[src/rtl/sd_resp_rx.sv]
// sd_resp_rx: SPI-mode SD response receiver (isStart/respLong/DO in; isBusy/isFinish/isTimeout/r1/payload out)
module sd_resp_rx #(
  parameter int TIMEOUT = 80
) (
  input  logic        clk,
  input  logic        rst,
  input  logic        isStart,
  input  logic        respLong,
  input  logic        DO,
  output logic        isBusy,
  output logic        isFinish,
  output logic        isTimeout,
  output logic [7:0]  r1,
  output logic [31:0] payload
);
  localparam int CW = $clog2(TIMEOUT + 1);
  localparam logic [2:0] IDLE = 3'd0, WAIT_START = 3'd1, R1_BITS = 3'd2, PAYLOAD = 3'd3, DONE = 3'd4;
  logic [2:0]    state_q, state_d;
  logic          long_q, long_d;
  logic [CW-1:0] wait_cnt_q, wait_cnt_d;
  logic [4:0]    idx_q, idx_d;
  logic [7:0]    r1_q, r1_d;
  logic [31:0]   payload_q, payload_d;
  logic          busy_q, busy_d;
  logic          finish_q, finish_d;
  logic          timeout_q, timeout_d;
  always_comb begin
    state_d = state_q;
    long_d = long_q;
    wait_cnt_d = wait_cnt_q;
    idx_d = idx_q;
    r1_d = r1_q;
    payload_d = payload_q;
    busy_d = busy_q;
    finish_d = finish_q;
    timeout_d = timeout_q;
    case (state_q)
      IDLE: if (isStart) begin
        long_d = respLong;
        r1_d = 8'hFF;
        payload_d = '0;
        timeout_d = 1'b0;
        wait_cnt_d = '0;
        busy_d = 1'b1;
        state_d = WAIT_START;
      end
      WAIT_START: if (!DO) begin
        r1_d[7] = 1'b0;
        idx_d = 5'd6;
        state_d = R1_BITS;
      end else begin
        wait_cnt_d = wait_cnt_q + 1'b1;
        if (wait_cnt_q == CW'(TIMEOUT - 1)) begin
          timeout_d = 1'b1;
          finish_d = 1'b1;
          state_d = DONE;
        end
      end
      R1_BITS: begin
        r1_d[idx_q[2:0]] = DO;
        idx_d = idx_q - 1'b1;
        // r1[2] was captured on an earlier edge; an illegal-command R1 has no trailer
        if (idx_q == 5'd0) begin
          if (long_q && !r1_q[2]) begin
            idx_d = 5'd31;
            state_d = PAYLOAD;
          end else begin
            finish_d = 1'b1;
            state_d = DONE;
          end
        end
      end
      PAYLOAD: begin
        payload_d[idx_q] = DO;
        idx_d = idx_q - 1'b1;
        if (idx_q == 5'd0) begin
          finish_d = 1'b1;
          state_d = DONE;
        end
      end
      DONE: if (!isStart) begin
        busy_d = 1'b0;
        finish_d = 1'b0;
        state_d = IDLE;
      end
      default: begin
        busy_d = 1'b0;
        finish_d = 1'b0;
        state_d = IDLE;
      end
    endcase
  end
  always_ff @(posedge clk or posedge rst) begin
    if (rst) begin
      state_q <= IDLE;
      long_q <= 1'b0;
      wait_cnt_q <= '0;
      idx_q <= '0;
      r1_q <= 8'hFF;
      payload_q <= '0;
      busy_q <= 1'b0;
      finish_q <= 1'b0;
      timeout_q <= 1'b0;
    end else begin
      state_q <= state_d;
      long_q <= long_d;
      wait_cnt_q <= wait_cnt_d;
      idx_q <= idx_d;
      r1_q <= r1_d;
      payload_q <= payload_d;
      busy_q <= busy_d;
      finish_q <= finish_d;
      timeout_q <= timeout_d;
    end
  end
  assign isBusy = busy_q;
  assign isFinish = finish_q;
  assign isTimeout = timeout_q;
  assign r1 = r1_q;
  assign payload = payload_q;
endmodule

[config.mk]
export PLATFORM = sky130hd
export DESIGN_NAME = sd_resp_rx
export DESIGN_NICKNAME = d
export VERILOG_FILES = /design/src/rtl/sd_resp_rx.sv
export SDC_FILE = /design/constraint.sdc
export NUM_CORES = 1
export LEC_CHECK = 0
export CAP_MARGIN = 20
export CORE_MARGIN = 8
export CORE_UTILIZATION = 41
export DETAILED_ROUTE_END_ITERATION = 10
export PLACE_DENSITY = 0.66
export SLEW_MARGIN = 30
export SYNTH_ARGS = -nofsm -noshare
export SYNTH_HDL_FRONTEND = slang
export SYNTH_SLANG_ARGS = --single-unit
[constraint.sdc]
create_clock -name clk -period 2.3 [get_ports clk]
set_clock_uncertainty 0.1 [all_clocks]
set_input_delay 0.69 -clock clk [delete_from_list [all_inputs] [get_ports clk]]
set_output_delay 0.69 -clock clk [all_outputs]
set_load 0.005 [all_outputs]
# --- Word level (Yosys, flattened, before mapping) ---
# Index checks and enable logic that the tools add are counted.
totals:
  regBits: 59
  out_inout_bits: 43
  word_cells: 92
  in_bits: 5
op_classes:
  order_cmp: 4
  n_mux: 38
  bitwise_logic: 2
  addsub: 2
  reduce_logical: 22
  n_eq_ne: 14
ops:
  columns: ["cell", "count"]
  rows:
  - ["$pmux W32 S2", 1]
  - ["$bwmux W32", 1]
  - ["$mux W32", 1]
  - ["$pmux W7 S2", 2]
  - ["$mux W3", 7]
  - ["$ne A2 B2 Y1 const B", 8]
  - ["$mux W5", 3]
  - ["$pmux W3 S5", 1]
  - ["$pmux W5 S3", 1]
  - ["$mux W7", 2]
  - ["$mux W1", 11]
  - ["$reduce_and A3 Y1", 3]
  - ["$bwmux W8", 1]
  - ["$mux W8", 1]
  - ["$reduce_and A2 Y1", 4]
  - ["$add A7 B1 Y7 const B", 1]
  - ["$eq A7 B7 Y1 const B", 1]
  - ["$reduce_and A7 Y1", 1]
  - ["$eq A3 B2 Y1 const B", 2]
  - ["$lt A5 B6 Y1 const B", 1]
  - ["$pmux W1 S3", 2]
  - ["$reduce_bool A2 Y1", 3]
  - ["$reduce_bool A3 Y1", 2]
  - ["$demux W1 S5", 1]
  - ["other kinds (18)", 21]

# --- Depth between registers and ports, before layout ---
# Gate-level depths: netlist (run 1).
depth:
  word_depth: 6
  mapped_depth: 8
  mapped_depth_nobuf: 6

# --- Worst setup path before layout (run 1) ---
# OpenSTA, ideal clock, no wires.
synth_timing:
  path_type: "register -> register"
  start: "register idx_q[0]"
  end: "register state_q[0]"
  period_less_slack_ns: 2.240
  setup_time_ns: 0.128
  required_ns: 2.072
  path_slack_ns: 0.060
  arrival_time_ns: 2.013
  path_buffers: 2
  stages_incl_launch_ff: 9
  path_cell_list: "dfrtp_1 -> clkbuf_1 -> inv_1 -> ha_1 -> clkbuf_2 -> nor4b_4 -> nor2_2 -> a211oi_2 -> mux2_1"
synth_via:
  elab_chain_cells: 3
  elab_cells_between_ends: 4
  classes_between: "eq/ne (2); reduce/logical (2)"
synth_lines:
  columns: ["element", "line", "source"]
  rows:
  - ["start: declaration", "21", "logic [4:0] idx_q, idx_d;"]
  - ["start signal: assignment", "108", "idx_q <= idx_d;"]
  - ["$logic_not A5 Y1 *", "63, 76", null]
  - ["$ne A2 B2 Y1 (no source line)", null, null]
  - ["$reduce_and A5 Y1 (no source line) *", null, null]
  - ["end signal: assignment", "105", "state_q <= state_d;"]
  - ["end: declaration", "18", "logic [2:0] state_q, state_d;"]
# Mark *: on every way between the ends. The rest lies on a longest branch, timed or not.
# A chain may end at the register's enable or synchronous reset.

# --- Worst setup path after layout (run 1) ---
layout_timing:
  start: "register r1_q[2] (netlist: r1[2])"
  end: "output r1[2]"
layout_rtl:
  columns: ["element", "line", "source"]
  rows:
  - ["start: declaration", "22", "logic [7:0] r1_q, r1_d;"]
  - ["start signal: assignment", "109", "r1_q <= r1_d;"]
  - ["end: declaration", "13", "output logic [7:0] r1,"]
# No word-level cell between the ends.

==> impl_metrics.tcl, run 1 <==
set metrics [dict create \
    hold_path.class "reg2reg" \
    vdd_drop_max_uv 451.2 \
    path_delay_family "flip-flops" \
    post_cts.repair.setup_buffers 0 \
    syn_area_sq_um 3079 \
    row_count 31 \
    htree_levels 3 \
    root_buffer "clkbuf_8" \
    synth_edf_count 0 \
    wl_per_cell_um 15.99 \
    pre_cts_ws_ns -0.04529 \
    hold_buffers 0 \
    place_hpwl_um 5509 \
    max_freq_mhz 455.0 \
    cp.required_ns 1.51 \
    tightest_slew_ns 0.6329 \
    setup_ws_ns 0.1023 \
    cts_buffers 9 \
    min_period_ns 2.198 \
    synthTopCellsByArea "dfrtp_1 (41%), o21ai_0 (12%), dfstp_2 (6.8%)" \
    relSlewSlack_pct 57.81 \
    synth_area_leader_cell "dfrtp_1" \
    crit_start "r1[2]" \
    path_depth 1 \
    drc 0 \
    grt_pass1_wl_um 12780 \
    syn_inst 327 \
    cp-end-kind "output port" \
    die_area_sq_um 10540 \
    gp_congestion 0.8629 \
    vias 2701 \
    clkTransAtPathRegs_ns 0.07 \
    critPathBufInv 1 \
    report.final.slew_viol_count 0 \
    postSynthNetCount 338 \
    worstPathArrival_ns 1.41 \
    maxCapViolCount 0 \
    cp_max_fo 4 \
    ys.flop_type "dfrtp_1" \
    post-route-period-util_pct 95.55 \
    die_h_um 102.7 \
    crit_slowest_cell "dfstp_2" \
    tns_ns 0 \
    ioPinCount 48 \
    r2r-start "idx_q[1]" \
    yosys.area.top_type_share_pct 41.45 \
    antenna_found_initial 0 \
    ys_types 56 \
    core_sq_um 7253 \
    cts_tree "done" \
    ys_warn_count 0 \
    syn_area_per_cell_sq_um 9.417 \
    postRouteAntennaNets 0 \
    avgViaCountPerCell 5.512 \
    area_growth_pct 28.77 \
    async_flop_share_pct 100.0 \
    grt_start_max_net_pins 60 \
    ctsResizeCount 0 \
    grt_pass1_vias 2572 \
    slowest_delay_ns 0.56 \
    cp-start-kind "register" \
    drive_gt1_share_pct 16.62 \
    r2r_cells 6 \
    drtIter0Drc 146 \
    dpl_cell_area_sq_um 3764 \
    report.final.hold_viol_count 0 \
    n_antenna_cell 0 \
    dr.pass1.iters 4 \
    clockBufferDepth 2 \
    gr-total-overflow 0 \
    rsz0062_at_grt "no" \
    ys_seq_area_share_pct 48.27 \
    path_class "reg2out" \
    final_area_sq_um 3965 \
    p_leak_nw 1.662 \
    status "finished, final reports clean" \
    placed_cells 474 \
    endpoint "r1[2]" \
    rrSetupSlack_ns 0.33 \
    timing.rr.end "state_q[0]" \
    ys_ff_latch 59 \
    track_usage_pct 15.46 \
    timing.critical_path.cells "clkdlybuf4s50_1" \
    power_density_nw_per_um2 1021 \
    die_w_um 102.7 \
    wl_um 7835 \
    finalPower_mw 4.049 \
    clock-sinks 59 \
    finalSetupViolCount 0 \
    finalNonFillerCells 490 \
    nNetsFinal 397 \
    insertion_delay_ns 0.34 \
    port_buffers 47 \
    synthTopCellsByCount "o21ai_0 (71), dfrtp_1 (51), a21oi_1 (40), nand2_1 (18), nor2_1 (16)" \
    start_util_pct 42.45 \
    post-synth-top-count-cell "o21ai_0" \
]
==> cells by family after synthesis <==
family	count (synthesis)	synth area share (%)
xor gates and xnor gates	5	1.422
adders and majority gates	6	2.438
and+or+nand+nor	82	16.01
AOI/OAI and AO/OA	141	25.96
buffers and inverters	31	4.835
muxes	3	1.056
DFF	59	48.27
==> cell usage in the layout, fill, tap and decap left out, drive strengths merged, types with 4 or more instances in the layout <==
master / netlist / layout
nand3: 7 / 7
dfstp: 8 / 8
dfrtp: 51 / 51
nor3: 8 / 8
clkbuf: 14 / 9
ha: 6 / 6
a311oi: 4 / 4
nor3b: 5 / 5
inv: 7 / 8
xnor2: 4 / 4
o21ai: 72 / 72
nand2: 18 / 18
a21oi: 41 / 41
buf: 10 / 25
clkinv: 0 / 4
a41oi: 4 / 4
clkdlybuf4s50: 0 / 47
nor2: 18 / 18
a211oi: 5 / 5
==> where the power goes <==
group	leakage [nW]	switching [mW]	internal, mW	total (mW)
registers	0.775	0.253	1.22	1.48
clock network	0.0998	0.447	0.507	0.954
logic	0.787	0.911	0.709	1.62
total	1.66	1.61	2.44	4.05
==> layer usage <==
layer	routed length (um)	vias to the layer above	GRT usage, %
li1	-	1315	-
met1	3535	1300	20.25
met2	3621	77	23.53
met3	590	9	4.659
met4	88	0	5.530
met5	0	-	0
==> worst min-delay path by stage <==
stage             start       end  slack [ns]  cells after the start
2_1_floorplan  isFinish  isFinish        0.37                      1
3_3_place_gp   isFinish  isFinish        0.37                      1
3_5_place_dp   isFinish  isFinish        0.38                      1
5_1_grt        isFinish  isFinish        0.41                      1
6_report       isFinish  isFinish        0.39                      1
4_1_cts        isFinish  isFinish        0.40                      1
==> metrics by stage <==
stage / hold WS [ns] / utilization, %
after floorplan: 0.3740 / -
after global placement: 0.3730 / 51.89
after detailed placement: 0.3784 / 51.89
after CTS: 0.3957 / 54.67
after global routing: 0.4060 / 54.67
final: 0.3918 / 54.67
==> final cells by class <==
class	instances	area, sq um
multi-input combinational	237	1444
tap	99	123.9
clock buffer	9	123.9
fill	655	3288
sequential	59	1486
clock inverter	7	77.57
inverter	7	26.28
timing repair buffer	72	683.2
==> sequential cells by signal (all words and copies together) (netlist names), named ones only <==
signal and flops:
idx_q 5, isBusy 1, isFinish 1, isTimeout 1
long_q 1, payload 32, r1 7, state_q 3
wait_cnt_q 7
(Power assumes the default switching activity.)
==> run 2, diff against run 1 <==
--- a/config.mk
+++ b/config.mk
@@ -8,6 +8,7 @@
 export CAP_MARGIN = 20
 export CORE_MARGIN = 8
 export CORE_UTILIZATION = 41
+export CTS_CLUSTER_SIZE = 40
 export DETAILED_ROUTE_END_ITERATION = 10
 export PLACE_DENSITY = 0.66
 export SLEW_MARGIN = 30
==> results of run 2 <==
Same layout as run 1: the final DEF is identical, and so are final timing and power.
